`src/rtl/core_pkg.sv`:
```
// Shared types and constants for the RV32 pipeline: control bundle, datapath width,
// register-zero index and the decode/execute slot state encoding.
package core_pkg;

    localparam int unsigned XLEN     = 32;
    localparam logic [4:0]  REG_ZERO = 5'd0;

    typedef struct packed {
        logic [3:0] alu_op;
        logic       alu_src_imm;
        logic       uses_rs1;
        logic       uses_rs2;
        logic       mem_read;
        logic       mem_write;
        logic       write_back;
        logic       branch;
        logic       jump;
    } ctrl_t;

    typedef enum logic {
        SlotEmpty = 1'b0,
        SlotFull  = 1'b1
    } slot_e;

endpackage

```
`src/rtl/operand_forward.sv`:
```
// Combinational operand bypass for one source register.
// Priority: x0, then EX/MEM (non-load only), then MEM/WB, then the captured value.
module operand_forward
    import core_pkg::*;
(
    input  logic [4:0]      i_rs,
    input  logic [XLEN-1:0] i_captured,
    input  logic [4:0]      i_mem_rd,
    input  logic            i_mem_write_back,
    input  logic            i_mem_is_load,
    input  logic [XLEN-1:0] i_mem_result,
    input  logic [4:0]      i_wb_rd,
    input  logic            i_wb_write_back,
    input  logic [XLEN-1:0] i_wb_data,
    output logic [XLEN-1:0] o_operand
);

    logic w_mem_hit;
    logic w_wb_hit;

    // A load's data is not ready in EX/MEM; it must come through MEM/WB instead.
    assign w_mem_hit = i_mem_write_back && (i_mem_rd != REG_ZERO) && (i_mem_rd == i_rs)
                       && !i_mem_is_load;
    assign w_wb_hit  = i_wb_write_back && (i_wb_rd != REG_ZERO) && (i_wb_rd == i_rs);

    always_comb begin
        o_operand = i_captured;
        if (i_rs == REG_ZERO) begin
            o_operand = '0;
        end else if (w_mem_hit) begin
            o_operand = i_mem_result;
        end else if (w_wb_hit) begin
            o_operand = i_wb_data;
        end
    end

endmodule

```
`src/rtl/decode_execute_stage.sv`:
```
// ID/EX pipeline register: captures the decoded instruction, forwards operands,
// inserts load-use bubbles, holds under execute back-pressure and drops on flush.
module decode_execute_stage
    import core_pkg::*;
(
    input  logic            clk_i,
    input  logic            reset_i,
    input  logic            id_valid_i,
    input  logic [XLEN-1:0] id_pc_i,
    input  logic [4:0]      id_rs1_i,
    input  logic [4:0]      id_rs2_i,
    input  logic [4:0]      id_rd_i,
    input  logic [XLEN-1:0] id_rs1_data_i,
    input  logic [XLEN-1:0] id_rs2_data_i,
    input  logic [XLEN-1:0] id_imm_i,
    input  ctrl_t           id_ctrl_i,
    input  logic            flush_i,
    input  logic            ex_ready_i,
    input  logic [4:0]      mem_rd_i,
    input  logic            mem_write_back_i,
    input  logic            mem_is_load_i,
    input  logic [XLEN-1:0] mem_result_i,
    input  logic [4:0]      wb_rd_i,
    input  logic            wb_write_back_i,
    input  logic [XLEN-1:0] wb_data_i,
    output logic            stall_o,
    output logic            ex_valid_o,
    output logic [XLEN-1:0] ex_pc_o,
    output logic [XLEN-1:0] ex_imm_o,
    output logic [4:0]      ex_rs1_o,
    output logic [4:0]      ex_rs2_o,
    output logic [4:0]      ex_rd_o,
    output ctrl_t           ex_ctrl_o,
    output logic [XLEN-1:0] ex_op_a_o,
    output logic [XLEN-1:0] ex_op_b_o
);

    slot_e           r_state;
    slot_e           w_state_next;
    logic [XLEN-1:0] r_pc;
    logic [XLEN-1:0] r_imm;
    logic [XLEN-1:0] r_rs1_data;
    logic [XLEN-1:0] r_rs2_data;
    logic [4:0]      r_rs1;
    logic [4:0]      r_rs2;
    logic [4:0]      r_rd;
    ctrl_t           r_ctrl;

    logic            w_full;
    logic            w_hold;
    logic            w_load_use;
    logic            w_capture;
    logic            w_refresh;
    logic [XLEN-1:0] w_op_a;
    logic [XLEN-1:0] w_op_b;

    assign w_full = (r_state == SlotFull);
    assign w_hold = w_full && !ex_ready_i;

    assign w_load_use = w_full && r_ctrl.mem_read && (r_rd != REG_ZERO) && id_valid_i
                        && ((id_ctrl_i.uses_rs1 && (r_rd == id_rs1_i))
                         || (id_ctrl_i.uses_rs2 && (r_rd == id_rs2_i)));

    assign stall_o = reset_i && !flush_i && (w_load_use || w_hold);

    always_comb begin
        w_state_next = r_state;
        w_capture    = 1'b0;
        w_refresh    = 1'b0;
        if (flush_i) begin
            w_state_next = SlotEmpty;
        end else if (w_hold) begin
            w_refresh = 1'b1;
        end else if (w_load_use) begin
            w_state_next = SlotEmpty;
        end else begin
            w_capture    = 1'b1;
            w_state_next = id_valid_i ? SlotFull : SlotEmpty;
        end
    end

    always_ff @(posedge clk_i) begin
        if (!reset_i) begin
            r_state <= SlotEmpty;
        end else begin
            r_state <= w_state_next;
        end
    end

    always_ff @(posedge clk_i) begin
        if (!reset_i) begin
            r_pc       <= '0;
            r_imm      <= '0;
            r_rs1      <= '0;
            r_rs2      <= '0;
            r_rd       <= '0;
            r_ctrl     <= '0;
            r_rs1_data <= '0;
            r_rs2_data <= '0;
        end else if (w_capture) begin
            r_pc       <= id_pc_i;
            r_imm      <= id_imm_i;
            r_rs1      <= id_rs1_i;
            r_rs2      <= id_rs2_i;
            r_rd       <= id_rd_i;
            r_ctrl     <= id_ctrl_i;
            r_rs1_data <= id_rs1_data_i;
            r_rs2_data <= id_rs2_data_i;
        end else if (w_refresh) begin
            // Keep the held operands current so a write retiring during the hold is kept.
            r_rs1_data <= w_op_a;
            r_rs2_data <= w_op_b;
        end
    end

    operand_forward u_fwd_rs1 (
        .i_rs             (r_rs1),
        .i_captured       (r_rs1_data),
        .i_mem_rd         (mem_rd_i),
        .i_mem_write_back (mem_write_back_i),
        .i_mem_is_load    (mem_is_load_i),
        .i_mem_result     (mem_result_i),
        .i_wb_rd          (wb_rd_i),
        .i_wb_write_back  (wb_write_back_i),
        .i_wb_data        (wb_data_i),
        .o_operand        (w_op_a)
    );

    operand_forward u_fwd_rs2 (
        .i_rs             (r_rs2),
        .i_captured       (r_rs2_data),
        .i_mem_rd         (mem_rd_i),
        .i_mem_write_back (mem_write_back_i),
        .i_mem_is_load    (mem_is_load_i),
        .i_mem_result     (mem_result_i),
        .i_wb_rd          (wb_rd_i),
        .i_wb_write_back  (wb_write_back_i),
        .i_wb_data        (wb_data_i),
        .o_operand        (w_op_b)
    );

    assign ex_valid_o = w_full;
    assign ex_pc_o    = r_pc;
    assign ex_imm_o   = r_imm;
    assign ex_rs1_o   = r_rs1;
    assign ex_rs2_o   = r_rs2;
    assign ex_rd_o    = r_rd;
    assign ex_ctrl_o  = r_ctrl;
    assign ex_op_a_o  = w_op_a;
    assign ex_op_b_o  = w_op_b;

`ifndef SYNTHESIS
    logic w_load_conflict;

    // The load-use bubble must keep a pending load from ever meeting its consumer here.
    assign w_load_conflict = w_full && mem_write_back_i && mem_is_load_i
                             && (mem_rd_i != REG_ZERO)
                             && ((r_ctrl.uses_rs1 && (mem_rd_i == r_rs1))
                              || (r_ctrl.uses_rs2 && (mem_rd_i == r_rs2)));

    a_no_load_conflict : assert property (@(posedge clk_i) disable iff (!reset_i)
                                          !w_load_conflict);
`endif

endmodule

```
`config.mk`:
```
export PLATFORM = sky130hd
export DESIGN_NAME = decode_execute_stage
export DESIGN_NICKNAME = d
export VERILOG_FILES = /design/src/rtl/core_pkg.sv /design/src/rtl/operand_forward.sv /design/src/rtl/decode_execute_stage.sv
export SDC_FILE = /design/constraint.sdc
export NUM_CORES = 1
export LEC_CHECK = 0
export ABC_AREA = 1
export BUFFER_PORTS_ARGS = -buffer_cell sky130_fd_sc_hd__buf_2
export CAP_MARGIN = 20
export CELL_PAD_IN_SITES_DETAIL_PLACEMENT = 1
export CELL_PAD_IN_SITES_GLOBAL_PLACEMENT = 2
export CORE_MARGIN = 5
export CORE_UTILIZATION = 26
export DETAILED_ROUTE_END_ITERATION = 12
export PLACE_DENSITY_LB_ADDON = 0.2
export SLEW_MARGIN = 20
export SYNTH_ARGS = -nofsm -noshare
export SYNTH_HDL_FRONTEND = slang
export SYNTH_SLANG_ARGS = --single-unit
```
`constraint.sdc`:
```
create_clock -name clk_i -period 2.9 [get_ports clk_i]
set_clock_uncertainty 0.2 [all_clocks]
set_input_delay 0.145 -clock clk_i [delete_from_list [all_inputs] [get_ports clk_i]]
set_output_delay 0.145 -clock clk_i [all_outputs]
set_load 0.02 [all_outputs]
```
; ---- Yosys cells after proc, flatten, opt, wreduce, memory -nomap -nowiden
; Index checks and enable logic that the tools add are counted.
[op_classes]
n_eq_ne = 6
muxes = 17
n_bitwise = 1
n_reduce_logical = 29
[op_table]
columns = cell, n
row1 = $mux W32, 10
row2 = $eq A5 B5 Y1, 6
row3 = $logic_and A1 B1 Y1, 17
row4 = $reduce_bool A5 Y1, 3
row5 = $logic_not A5 Y1, 2
row6 = $mux W1, 7
row7 = $logic_not A1 Y1, 3
row8 = $logic_or A1 B1 Y1, 2
row9 = $reduce_bool A2 Y1, 1
row10 = $reduce_or A2 Y1, 1
row11 = $not A1 Y1, 1
[word_totals]
regBits = 156
inputBits = 237
out_inout_bits = 157

; ---- Depth between registers and ports, before layout
[logic_depth]
depth_word = 8
mapped_depth = 14

; ---- By module
; Synthesis repeated with hierarchy kept, for this count alone.
[hier_totals]
hier_cells = 1692
hier_area_um2 = 10537.6
[by_module_without_submodules]
columns = mod, n_inst, cells_each, area_per_inst_um2, seq_area_each_um2
row1 = decode_execute_stage, 1, 1036, 6971.7, 3123.0
row2 = operand_forward, 2, 328, 1783.0, 0.0

; ---- Worst setup path after synthesis
; Ideal clock, no wire load.
[synth_path]
path_type = register -> output
from = register r_rd[3], in the netlist ex_rd_o[3]
to = output stall_o
t_arrival_ps = 1655
t_required_ps = 2555
path_slack_ps = 900
stages_incl_launch_ff = 12
n_path_buf = 2
cell_sequence = dfxtp_1 -> inv_1 -> nand2_1 -> nand2_1 -> nor3_1 -> nand3_1 -> nand2_1 -> nand2_2 -> buf_2 -> buf_2 -> nand2_1 -> and3_1
[synth_via]
elab_chain_len = 6
[synth_rtl]
columns = item, line
row1 = "start, declared", decode_execute_stage.sv:46  ; logic [4:0] r_rd;
row2 = "start signal, assigned", decode_execute_stage.sv:105  ; r_rd <= id_rd_i;
row3 = "$eq A5 B5 Y1, or another cell as far along", decode_execute_stage.sv:61  ; && ((id_ctrl_i.uses_rs1 && (r_rd == id_rs1_i))
row4 = $logic_and A1 B1 Y1 (on tied branches), "decode_execute_stage.sv:61, decode_execute_stage.sv:60, decode_execute_stage.sv:62"
row5 = $logic_or A1 B1 Y1 or $logic_and A1 B1 Y1 (tied branches), "decode_execute_stage.sv:62, decode_execute_stage.sv:60"
row6 = $logic_and A1 B1 Y1 (*), decode_execute_stage.sv:61
row7 = $logic_or A1 B1 Y1 (*), decode_execute_stage.sv:64  ; assign stall_o = reset_i && !flush_i && (w_load_use || w_hold);
row8 = $logic_and A1 B1 Y1 (*), decode_execute_stage.sv:64
row9 = "end, declared", decode_execute_stage.sv:26  ; output logic stall_o,
; Mark *: on every way between the ends. The rest lies on a longest branch, timed or not.

; ---- Worst setup path after layout
[layout_path]
from = register r_rs2[2], in the netlist ex_rs2_o[2]
to = output ex_op_b_o[31]
[layout_via]
elab_chain_len = 5
[layout_rtl]
columns = item, line
row1 = "start, declared", decode_execute_stage.sv:45  ; logic [4:0] r_rs2;
row2 = "start signal, assigned", decode_execute_stage.sv:104  ; r_rs2 <= id_rs2_i;
row3 = $eq A5 B5 Y1 (on tied branches), "operand_forward.sv:24, operand_forward.sv:22"
row4 = $logic_and A1 B1 Y1 (on tied branches), "operand_forward.sv:24, operand_forward.sv:22"
row5 = $mux W32 or $logic_and A1 B1 Y1 (tied branches), "operand_forward.sv:32, operand_forward.sv:23"
row6 = $mux W32, operand_forward.sv:30  ; end else if (w_mem_hit) begin
row7 = $mux W32 (*), operand_forward.sv:28  ; if (i_rs == REG_ZERO) begin
row8 = "end, declared", decode_execute_stage.sv:35  ; output logic [XLEN-1:0] ex_op_b_o
; Marked as above.

==> impl_metrics.env <==
export IMPL_dr_total_vias=12400
export IMPL_ir_worst_vdd_v=0.000417
export IMPL_ys_types=26
export IMPL_setup_worst_path_end_class="output pin"
export IMPL_grt_pass1_vias=13700
export IMPL_final_util=0.393
export IMPL_holdCritPathClass="primary input to flop"
export IMPL_syn_nets=1910
export IMPL_grt_ovfl_total=0
export IMPL_root_buffer="clkbuf_16"
export IMPL_path_class="flop to output pin"
export IMPL_drive_above_1_share=0.225
export IMPL_p_per_area_nw_per_um2=462
export IMPL_routed_via_density=4.66
export IMPL_io_pins=394
export IMPL_finish_net_count=2406
export IMPL_period_share=0.933
export IMPL_hold_violations=0
export IMPL_start_kind="flop"
export IMPL_final_antenna_net_count=0
export IMPL_drt_iter0_drc=457
export IMPL_cts_max_level=4
export IMPL_p_leak_nw=8.28
export IMPL_netlist_area_um2=9730
export IMPL_port_buffers=393
export IMPL_dp_hpwl_um=34500
export IMPL_cts_sinks=156
export IMPL_required_ns=2.56
export IMPL_slew_violations=0
export IMPL_outcome="finished, final reports clean"
export IMPL_synth_warnings=0
export IMPL_die_x_um=203
export IMPL_post_drt_wl_per_cell_um=18.7
export IMPL_clock_latency_ns=0.45
export IMPL_die_area_um2=41400
export IMPL_globalplace_congestion=0.816
export IMPL_ys_seq_elements=156
export IMPL_cts_tree="built"
export IMPL_post_route_min_period_ns=2.71
export IMPL_cp_max_fo=32
export IMPL_fmax_ghz=0.370
export IMPL_clockBufferDepth=2
export IMPL_routed_wl_um=49600
export IMPL_design_core_area_um2=36800
export IMPL_route_detailed_drc=0
export IMPL_rsz0062_at_grt="no"
export IMPL_worst_slew_margin_rel=0.501
export IMPL_path_clk_slew_ns=0.08
export IMPL_initial_utilization=0.265
export IMPL_grt_pass1_wl_um=77300
export IMPL_grt_usage=0.236
export IMPL_postSynthCellCount=1673
export IMPL_syn_avg_cell_area_um2=5.82
export IMPL_die_h_um=203
export IMPL_antenna_found_initial=9
export IMPL_syn_to_final_growth_pct=48.6
export IMPL_yosysSeqAreaShare=0.321
export IMPL_fp_row_count=70
export IMPL_numCtsBuffers=17
export IMPL_finalSetupViolCount=0
export IMPL_worstPathArrival_ns=2.36
export IMPL_setup_tns_ns=0
export IMPL_maxCapViolCount=0
export IMPL_tightest_slew_ns=0.747
export IMPL_first_pass_iters=4
export IMPL_grt_max_degree=54
through the flow:
| stage | setup WS (ns) | total power, mW | area (um2) | instances | hold WS [ns] |
|---|---|---|---|---|---|
| floorplan | 0.900 | 3.47 | 9730 | 1673 | 0.0607 |
| global placement | 0.433 | 4.19 | 12200 | 2454 | 0.153 |
| detailed placement | 0.427 | 4.22 | 12200 | 2454 | 0.165 |
| CTS | 0.0101 | 6.75 | 14400 | 2642 | 0.0131 |
| global route | 0.0106 | 7.07 | 14500 | 2652 | 0.0681 |
| finish | 0.194 | 6.68 | 14500 | 2653 | 0.0270 |
cell type report:
cell class	instances	area [um2]
multi-input combinational	1143	5220
fill	4870	22300
timing repair buffer	588	3960
sequential	156	3130
tap	468	586
antenna	5	12.5
inverter	263	987
clock buffer	19	443
clock inverter	11	136
final timing paths:
kind                 start              to  slack, ns  cells past startpoint
max            ex_rs2_o[2]   ex_op_b_o[31]       0.19                      7
min          wb_data_i[27]  r_rs1_data[27]       0.03                      7
max reg2reg     ex_rd_o[3]      ex_rd_o[3]       0.23                     13
min reg2reg     ex_pc_o[9]      ex_pc_o[9]       0.26                      2
sequential cells by signal, indices dropped and copies added (netlist names):
name / flops
ex_pc_o: 32
ex_rs2_o: 5
ex_rd_o: 5
r_rs2_data: 32
ex_ctrl_o: 12
r_rs1_data: 32
ex_valid_o: 1
ex_rs1_o: 5
ex_imm_o: 32
cell usage in the layout (no fill, tap or decap), types with 8 or more instances in the layout:
master and n:
o21ai_0 12, dlygate4sd3_1 158, clkbuf_16 17, buf_2 392, inv_1 249, buf_4 24, a21oi_1 158, nor2_1 16
nand2_1 653, dfxtp_1 154, nand3_1 202, buf_12 8, nand3b_1 64, inv_2 12
power by group:
part | internal, mW | switching (mW)
Combinational | 0.732 | 1.22
Clock | 1.30 | 1.04
Sequential | 2.30 | 0.0951
what timing repair did:
| item | CTS | global route |
|---|---|---|
| resized for setup | 2 | 11 |
| pin swaps | 0 | 2 |
| setup endpoints to repair | 10 | 59 |
| hold buffers | 158 | 0 |
| setup buffers | 0 | 5 |
| gates cloned | 0 | 1 |
| hold endpoints to repair | 156 | 0 |
synthesized netlist by cell type (all sizes together):
cell type / instances / share of area
xor2: 4 / 0.0036
nor2: 20 / 0.0080
nand3: 206 / 0.11
buf: 71 / 0.039
a21oi: 158 / 0.081
dfxtp: 156 / 0.32
clkbuf: 41 / 0.016
clkinv: 3 / 0.0012
nand3b: 64 / 0.049
xnor2: 2 / 0.0018
nor3: 10 / 0.0072
inv: 260 / 0.10
nand4: 1 / 0.00064
o211ai: 1 / 0.00077
and3: 1 / 0.00064
nand2: 657 / 0.25
o21ai: 18 / 0.0093
layer usage:
metal  global-route usage  wire length (um)  part of all wire  vias up
li1                     -                 -                 -     6146
met1                0.279             21200              0.43     5860
met2                0.428             24600              0.50      317
met3               0.0650              3110             0.063       43
met4               0.0499               685             0.014        8
met5                    0                55            0.0011        -
cell families after synthesis:
| group | count (synthesis) | synth area share |
|---|---|---|
| compound gates | 177 | 0.0913 |
| xor+xnor | 6 | 0.00540 |
| buf+inv | 375 | 0.156 |
| flops | 156 | 0.321 |
| simple gates | 959 | 0.427 |
critical path, cell delays in order (launching register included):
cell	delay, ns
dfxtp_1	0.37
nor3_1	0.39
nand3_4	0.51
nand2_1	0.21
inv_1	0.05
nand2_1	0.10
inv_1	0.08
buf_2	0.16
Power figures use the tool's default switching activity.
